**src/rtl/toa_capture_ctrl.sv**
```systemverilog
// toa_capture_ctrl: sequences the shared ToA counter for one ping capture and latches per-channel stamps (optional holdoff: TOA_ARM_HOLDOFF_EN)
module toa_capture_ctrl #(
    parameter int NUM_CH      = 4,
    parameter int CNT_W       = 20,
    parameter int TIMEOUT_CNT = 20000,
    parameter int HOLDOFF_CYC = 16
) (
    input  logic                    clk,
    input  logic                    reset,
    input  logic                    arm,
    input  logic                    ack,
    input  logic [NUM_CH-1:0]       ping_det,
    input  logic [CNT_W-1:0]        counter_value,
    output logic [1:0]              counter_sel,
    output logic                    busy,
    output logic                    done,
    output logic                    timeout,
    output logic [NUM_CH-1:0]       ch_valid,
    output logic [NUM_CH*CNT_W-1:0] toa_flat
);
    typedef enum logic [1:0] {IDLE, ARMED, COUNTING, DONE} state_t;
    localparam logic [1:0] SEL_CLEAR = 2'b00;
    localparam logic [1:0] SEL_HOLD = 2'b01;
    localparam logic [1:0] SEL_INC = 2'b11;
    localparam logic [CNT_W-1:0] TIMEOUT_STAMP = CNT_W'(TIMEOUT_CNT);
    localparam logic [NUM_CH-1:0] ALL_CH = '1;
    state_t state_q, state_d;
    logic [1:0] counter_sel_q, counter_sel_d;
    logic busy_q, busy_d;
    logic done_q, done_d;
    logic timeout_q, timeout_d;
    logic [NUM_CH-1:0] ch_valid_q, ch_valid_d;
    logic [NUM_CH*CNT_W-1:0] toa_q, toa_d;
    logic [CNT_W-1:0] stamp;
    logic [NUM_CH-1:0] new_ch;
    logic start;
    logic first_ok;
    assign stamp = counter_value + CNT_W'(1);
    assign new_ch = ping_det & ~ch_valid_q;
    assign start = arm && (state_q == IDLE || state_q == DONE);
`ifdef TOA_ARM_HOLDOFF_EN
    localparam int HO_W = (HOLDOFF_CYC < 1) ? 1 : $clog2(HOLDOFF_CYC + 1);
    localparam logic [HO_W-1:0] HO_MAX = HO_W'(HOLDOFF_CYC);
    logic [HO_W-1:0] quiet_q, quiet_d;
    assign first_ok = (quiet_q == HO_MAX);
    // Quiet-cycle count: zero outside ARMED, restarted by any detection, saturating at HOLDOFF_CYC
    always_comb begin
        quiet_d = quiet_q;
        if (state_q != ARMED || |ping_det) quiet_d = '0;
        else if (quiet_q != HO_MAX) quiet_d = quiet_q + HO_W'(1);
    end
    // Quiet-cycle counter register
    always_ff @(posedge clk) begin
        if (reset) quiet_q <= '0;
        else quiet_q <= quiet_d;
    end
`else
    assign first_ok = (HOLDOFF_CYC >= 0);
`endif
    // Next state, stamp latching and the Moore outputs of the next state
    always_comb begin
        state_d = state_q;
        ch_valid_d = ch_valid_q;
        toa_d = toa_q;
        timeout_d = timeout_q;
        if (start) begin
            ch_valid_d = '0;
            toa_d = '0;
            timeout_d = 1'b0;
        end
        case (state_q)
            IDLE: state_d = start ? ARMED : IDLE;
            ARMED: begin
                if (|ping_det && first_ok) begin
                    state_d = COUNTING;
                    ch_valid_d = ping_det;
                end
            end
            COUNTING: begin
                ch_valid_d = ch_valid_q | ping_det;
                for (int i = 0; i < NUM_CH; i++)
                    if (new_ch[i]) toa_d[i*CNT_W +: CNT_W] = stamp;
                if (ch_valid_d == ALL_CH) state_d = DONE;
                else if (stamp >= TIMEOUT_STAMP) begin
                    state_d = DONE;
                    timeout_d = 1'b1;
                end
            end
            default: state_d = start ? ARMED : ack ? IDLE : DONE;
        endcase
        counter_sel_d = (state_d == COUNTING) ? SEL_INC : (state_d == DONE) ? SEL_HOLD : SEL_CLEAR;
        busy_d = (state_d == ARMED) || (state_d == COUNTING);
        done_d = (state_d == DONE);
    end
    // State, results and registered outputs
    always_ff @(posedge clk) begin
        if (reset) begin
            state_q <= IDLE;
            counter_sel_q <= SEL_CLEAR;
            busy_q <= 1'b0;
            done_q <= 1'b0;
            timeout_q <= 1'b0;
            ch_valid_q <= '0;
            toa_q <= '0;
        end else begin
            state_q <= state_d;
            counter_sel_q <= counter_sel_d;
            busy_q <= busy_d;
            done_q <= done_d;
            timeout_q <= timeout_d;
            ch_valid_q <= ch_valid_d;
            toa_q <= toa_d;
        end
    end
    assign counter_sel = counter_sel_q;
    assign busy = busy_q;
    assign done = done_q;
    assign timeout = timeout_q;
    assign ch_valid = ch_valid_q;
    assign toa_flat = toa_q;
endmodule

```
**config.mk**
```make
export PLATFORM = sky130hd
export DESIGN_NAME = toa_capture_ctrl
export DESIGN_NICKNAME = d
export VERILOG_FILES = /design/src/rtl/toa_capture_ctrl.sv
export SDC_FILE = /design/constraint.sdc
export NUM_CORES = 1
export LEC_CHECK = 0
export ABC_AREA = 1
export CELL_PAD_IN_SITES_DETAIL_PLACEMENT = 0
export CELL_PAD_IN_SITES_GLOBAL_PLACEMENT = 1
export CORE_MARGIN = 2
export CORE_UTILIZATION = 35
export CTS_BUF_LIST = sky130_fd_sc_hd__clkbuf_8
export DETAILED_ROUTE_END_ITERATION = 7
export GPL_ROUTABILITY_DRIVEN = 1
export PLACE_DENSITY_LB_ADDON = 0.15
export REMOVE_ABC_BUFFERS = 1
export SETUP_SLACK_MARGIN = 0.2
export SLEW_MARGIN = 15
export SYNTH_ARGS = -nofsm -noshare
export SYNTH_HDL_FRONTEND = slang
export SYNTH_SLANG_ARGS = --single-unit
```
**constraint.sdc**
```tcl
create_clock -name clk -period 2.7 [get_ports clk]
set_clock_uncertainty 0.2 [all_clocks]
set_input_delay 0.54 -clock clk [delete_from_list [all_inputs] [get_ports clk]]
set_output_delay 0.54 -clock clk [all_outputs]
set_load 0.1 [all_outputs]
```
# == Word level (Yosys, flattened, before mapping) ==
# Cells that the tools add are included.
# Widths: inputs -> output; s select.
# word_totals
register_bits,91
inputBits,28
output_inout_bits,89
elab_cells,46
# classes
n_addsub,1
magnitude_cmp,1
n_eq_ne,7
n_mux,22
n_bitwise,3
n_reduce_logical,5
# ops
op,n
$mux 80,2
$mux 20,4
$add 20x1->20 const B,1
$ge 20x15->1 const B,1
$mux 2,6
$eq 2x2->1 const B,4
$mux 4,2
$pmux 4 s2,1
$mux 1,6
$pmux 2 s3,1
$and 4x4->4,1
$eq 2x1->1 const B,2
$eq 4x4->1 const B,1
$not 4->4,1
$or 4x4->4,1
$reduce_or 4->1,1
$logic_not 2->1,1
$logic_or 1x1->1,2
$logic_and 1x1->1,1

# == Depth between registers and ports, before layout ==
# logic_depth
word_depth,8
mapped_depth,20
ltp_nobuf,20

# == Least setup slack after synthesis ==
# Ideal clock, no wire load.
# synth_timing
kind,in2reg
start,in counter_value[0]
end,reg busy_q (netlist: busy)
setup_time_ps,129
t_arrival_ps,2131
t_required_ps,2371
path_slack_ps,241
stages,17
n_path_buf,0
cell_sequence,ha_1 nand2_1 nor2_1 nand2_2 nor2_1 nand2_1 xor2_1 nand2_1 nor2_2 nand3_1 nand2_1 nand2_1 nand2_2 inv_1 ha_1 inv_1 nor2_1
# synth_via
elab_chain_len,7
word_cells_on_any_way,8
classes_between,1 x add/sub; 1 x order compare; 2 x eq/ne; 3 x mux; 1 x reduce/logical
# synth_lines
element,line_no,text
"start, declared",13,"input logic [CNT_W-1:0] counter_value,"
$add 20x1->20 *,38,assign stamp = counter_value + CNT_W'(1);
$ge 20x15->1 *,84,else if (stamp >= TIMEOUT_STAMP) begin
$mux 2 *,84,
$mux 2 *,83,if (ch_valid_d == ALL_CH) state_d = DONE;
$pmux 2 s3 *,71,case (state_q)
$eq 2x1->1 / $eq 2x2->1 (equally long branches),92,busy_d = (state_d == ARMED) || (state_d == COUNTING);
$logic_or 1x1->1 *,92,
net busy_d,29,"logic busy_q, busy_d;"
"end signal, assigned",108,busy_q <= busy_d;
"end, declared",29,
# Mark *: on every way through the listed nets, which the timed path passes. The rest lies on a longest branch.
# A chain may end at the register's enable or synchronous reset.

# == Final worst setup path ==
# Same ends and word-level chain as after synthesis.

==> run summary <==
Synth top area share = 41.8%
Seq/Total Area, Yosys = 41.8%
Die X = 115 µm
Max-slew violations = 0
Layout area overhead = 37.7%
WL per Instance = 13.5 µm
Result of the run = completed
Final core occ = 49.5%
Initial antenna violation count = 0
Congestion Overflow GR = 0
Worst EP required = 2.75 ns
Met3 track demand over resource = 3.80%
Starting density of the core = 35.9%
CTS buffer count = 9
H-tree depth = 3
Arrival time worst endpoint = 2.37 ns
Net count, final = 825
Crit-path cells = clkbuf_2, ha_4, nand2_1, nor2_2, nand2_2, buf_4, o21ai_0, nand2_2, nand3_1, nor2_1, nand2_1, nand3_1, nand2_1, nand2_1, nand2_2, inv_1, ha_1, inv_1, nor2_1
Max Fclk = 0.431 GHz
Leak pwr = 3.07 nW
RSZ-0062 raised after global routing = true
Clock tree buffer depth = 2
Maxcap violations = 0
Vias = 4,420
Post-Route WL = 12,700 µm
Fraction of layout cells with a size suffix above 1 = 27.2%
Final setup viols = 0
Syn Std Cell Area = 4320 µm²
Syn_area_per_cell = 6.77 µm²
Commonest non-fill, non-tap cells in the layout = 150 x buf_4, 133 x nand2_1, 104 x inv_1, 90 x dfxtp_1, 85 x o21ai_0
Synth area leader = dfxtp_1
Vias in the first global route = 4,288
CTS root buf = clkbuf_8
Pin count of the biggest net entering global routing = 42
CP max-delay cell = ha_1
Number of DRC markers in iteration 0 = 242
Clock sinks = 90
Core Region = 12,000 µm²
Commonest non-fill, non-tap cell in the layout = buf_4
Distinct cells, synth = 28
GR peak layer = met2
Chip height = 115 µm
Synth Instances = 637
Via density = 4.69
First-pass GRT wire length = 20,600 µm
Post-synthesis register bit count = 90
ANT cells = 0
Max VDD drop = 0.470 mV
CP most frequent cell = nand2_1
Layout Cells excl Fill = 942
Hold Crit Class = flip-flop to flip-flop
Yosys warnings = 0
Critical-path maximum fanout = 4
Drt pass-1 iters = 4
Antenna Nets Post-Route = 0
Placer Congestion = 0.872
Actual slew at the worst max-slew pin = 0.433 ns
Reg clk slew, reported paths = 0.08 ns
Fin. Hold Viols = 0
Total track usage = 19.9%
Clock Latency Late Sink = 0.37 ns
Synth top area cells = dfxtp_1 42%, nand2_1 12%, o21ai_0 9.9%, a21oi_1 9.2%, inv_1 8.7%
Pwr Density = 927 nW/µm²
Rel. slew slack = 71.1%
# rows = 40
Critical path capture point type = flip-flop
CTS tree = built
DR DRC count = 0
DIE AREA = 13,200 µm²
Crit path kind = primary input to flip-flop
Startpoint types = primary input
Tcrit/Tclk final = 86.0%
Met1 global-route usage = 24.8%
Max stage delay on crit path = 0.26 ns
# hold bufs at CTS = 0
GRT met2 Usage = 34.0%
DP Cell Count = 922
Io pins = 117
DPL Wire Length = 9160 µm
Port Buf Inserts = 116
Post-layout min period = 2.32 ns
WHS = 0.271 ns
[critical path: cells and delay by family]
family	cells	cell delay (ns)
AO/OA/AOI/OAI	1	0.19
AND/OR/NAND/NOR	12	0.87
buffers and inverters	4	0.36
adder cells (fa/ha/maj)	2	0.42
[registers in the layout, indices dropped and copies added (netlist names)]
register and flops:
toa_flat 80, busy 1, timeout 1, done 1, ch_valid 4, state_q 1
counter_sel 2
[report_power, final]
group	internal, W	total [W]	switching (W)	leakage, nW
logic	0.000668	0.00301	0.00234	2.24
clock network	0.000346	0.000816	0.000470	0.0973
registers	0.00155	0.00168	0.000131	0.729
[logic make-up after synthesis]
group	Yosys count	synth area share, %
AOI/OAI and AO/OA	175	20.8
adders and majority gates	7	2.03
buffers and inverters	137	12.1
xor gates and xnor gates	7	1.42
and+or+nand+nor	221	21.9
DFF	90	41.8
[area by class of cell]
cell class,count,area [µm²]
Timing Repair Buffer,177,1340
Clock inverter,6,27.5
Clock buffer,10,138
Inverter,102,383
Tap cell,147,184
Fill cell,1276,6070
Sequential cell,90,1800
Multi-Input combinational cell,410,2070
[per-layer routing]
metal  vias to the layer above  wire, µm
li1                       2309         -
met1                      2010      5810
met2                        89      6160
met3                        12       514
met4                         0       193
met5                         -         0
[Yosys cell counts (all sizes together)]
master / n
nand2: 149
inv: 102
dfxtp: 90
o21ai: 86
a21oi: 79
nor2: 48
clkbuf: 26
nand3: 11
buf: 9
ha: 7
a211oi: 5
nand3b: 5
a31oi: 4
xor2: 4
and2: 3
nand4: 3
xnor2: 3
a31o: 1
nor4: 1
or2: 1
[stage by stage]
stage / cell area (µm²) / setup TNS (ns) / power (W) / worst slack, ns
finish: 5940 / 0 / 0.00551 / 0.378
global route: 5940 / 0 / 0.00583 / 0.182
CTS: 5940 / 0 / 0.00556 / 0.209
detailed placement: 5720 / -1.62 / 0.00473 / -0.488
global placement: 5720 / -1.32 / 0.00471 / -0.429
floorplan: 4180 / -17.26 / 0.00393 / -0.571
[path summary, 6_finish.rpt]
check	startpoint	end	slack, ns	cells after the start
min	timeout	timeout	0.27	2
max reg2reg	counter_sel[0]	busy	0.42	8
max	counter_value[0]	busy	0.38	19
min reg2reg	timeout	timeout	0.27	2
[what timing repair did]
item	in CTS	in global routing
pin swaps	5	8
gates cloned	0	0
buffers inserted	4	0
endpoints found under the setup margin	4	7
resized for setup	29	39
Power figures use the tool's default switching activity.
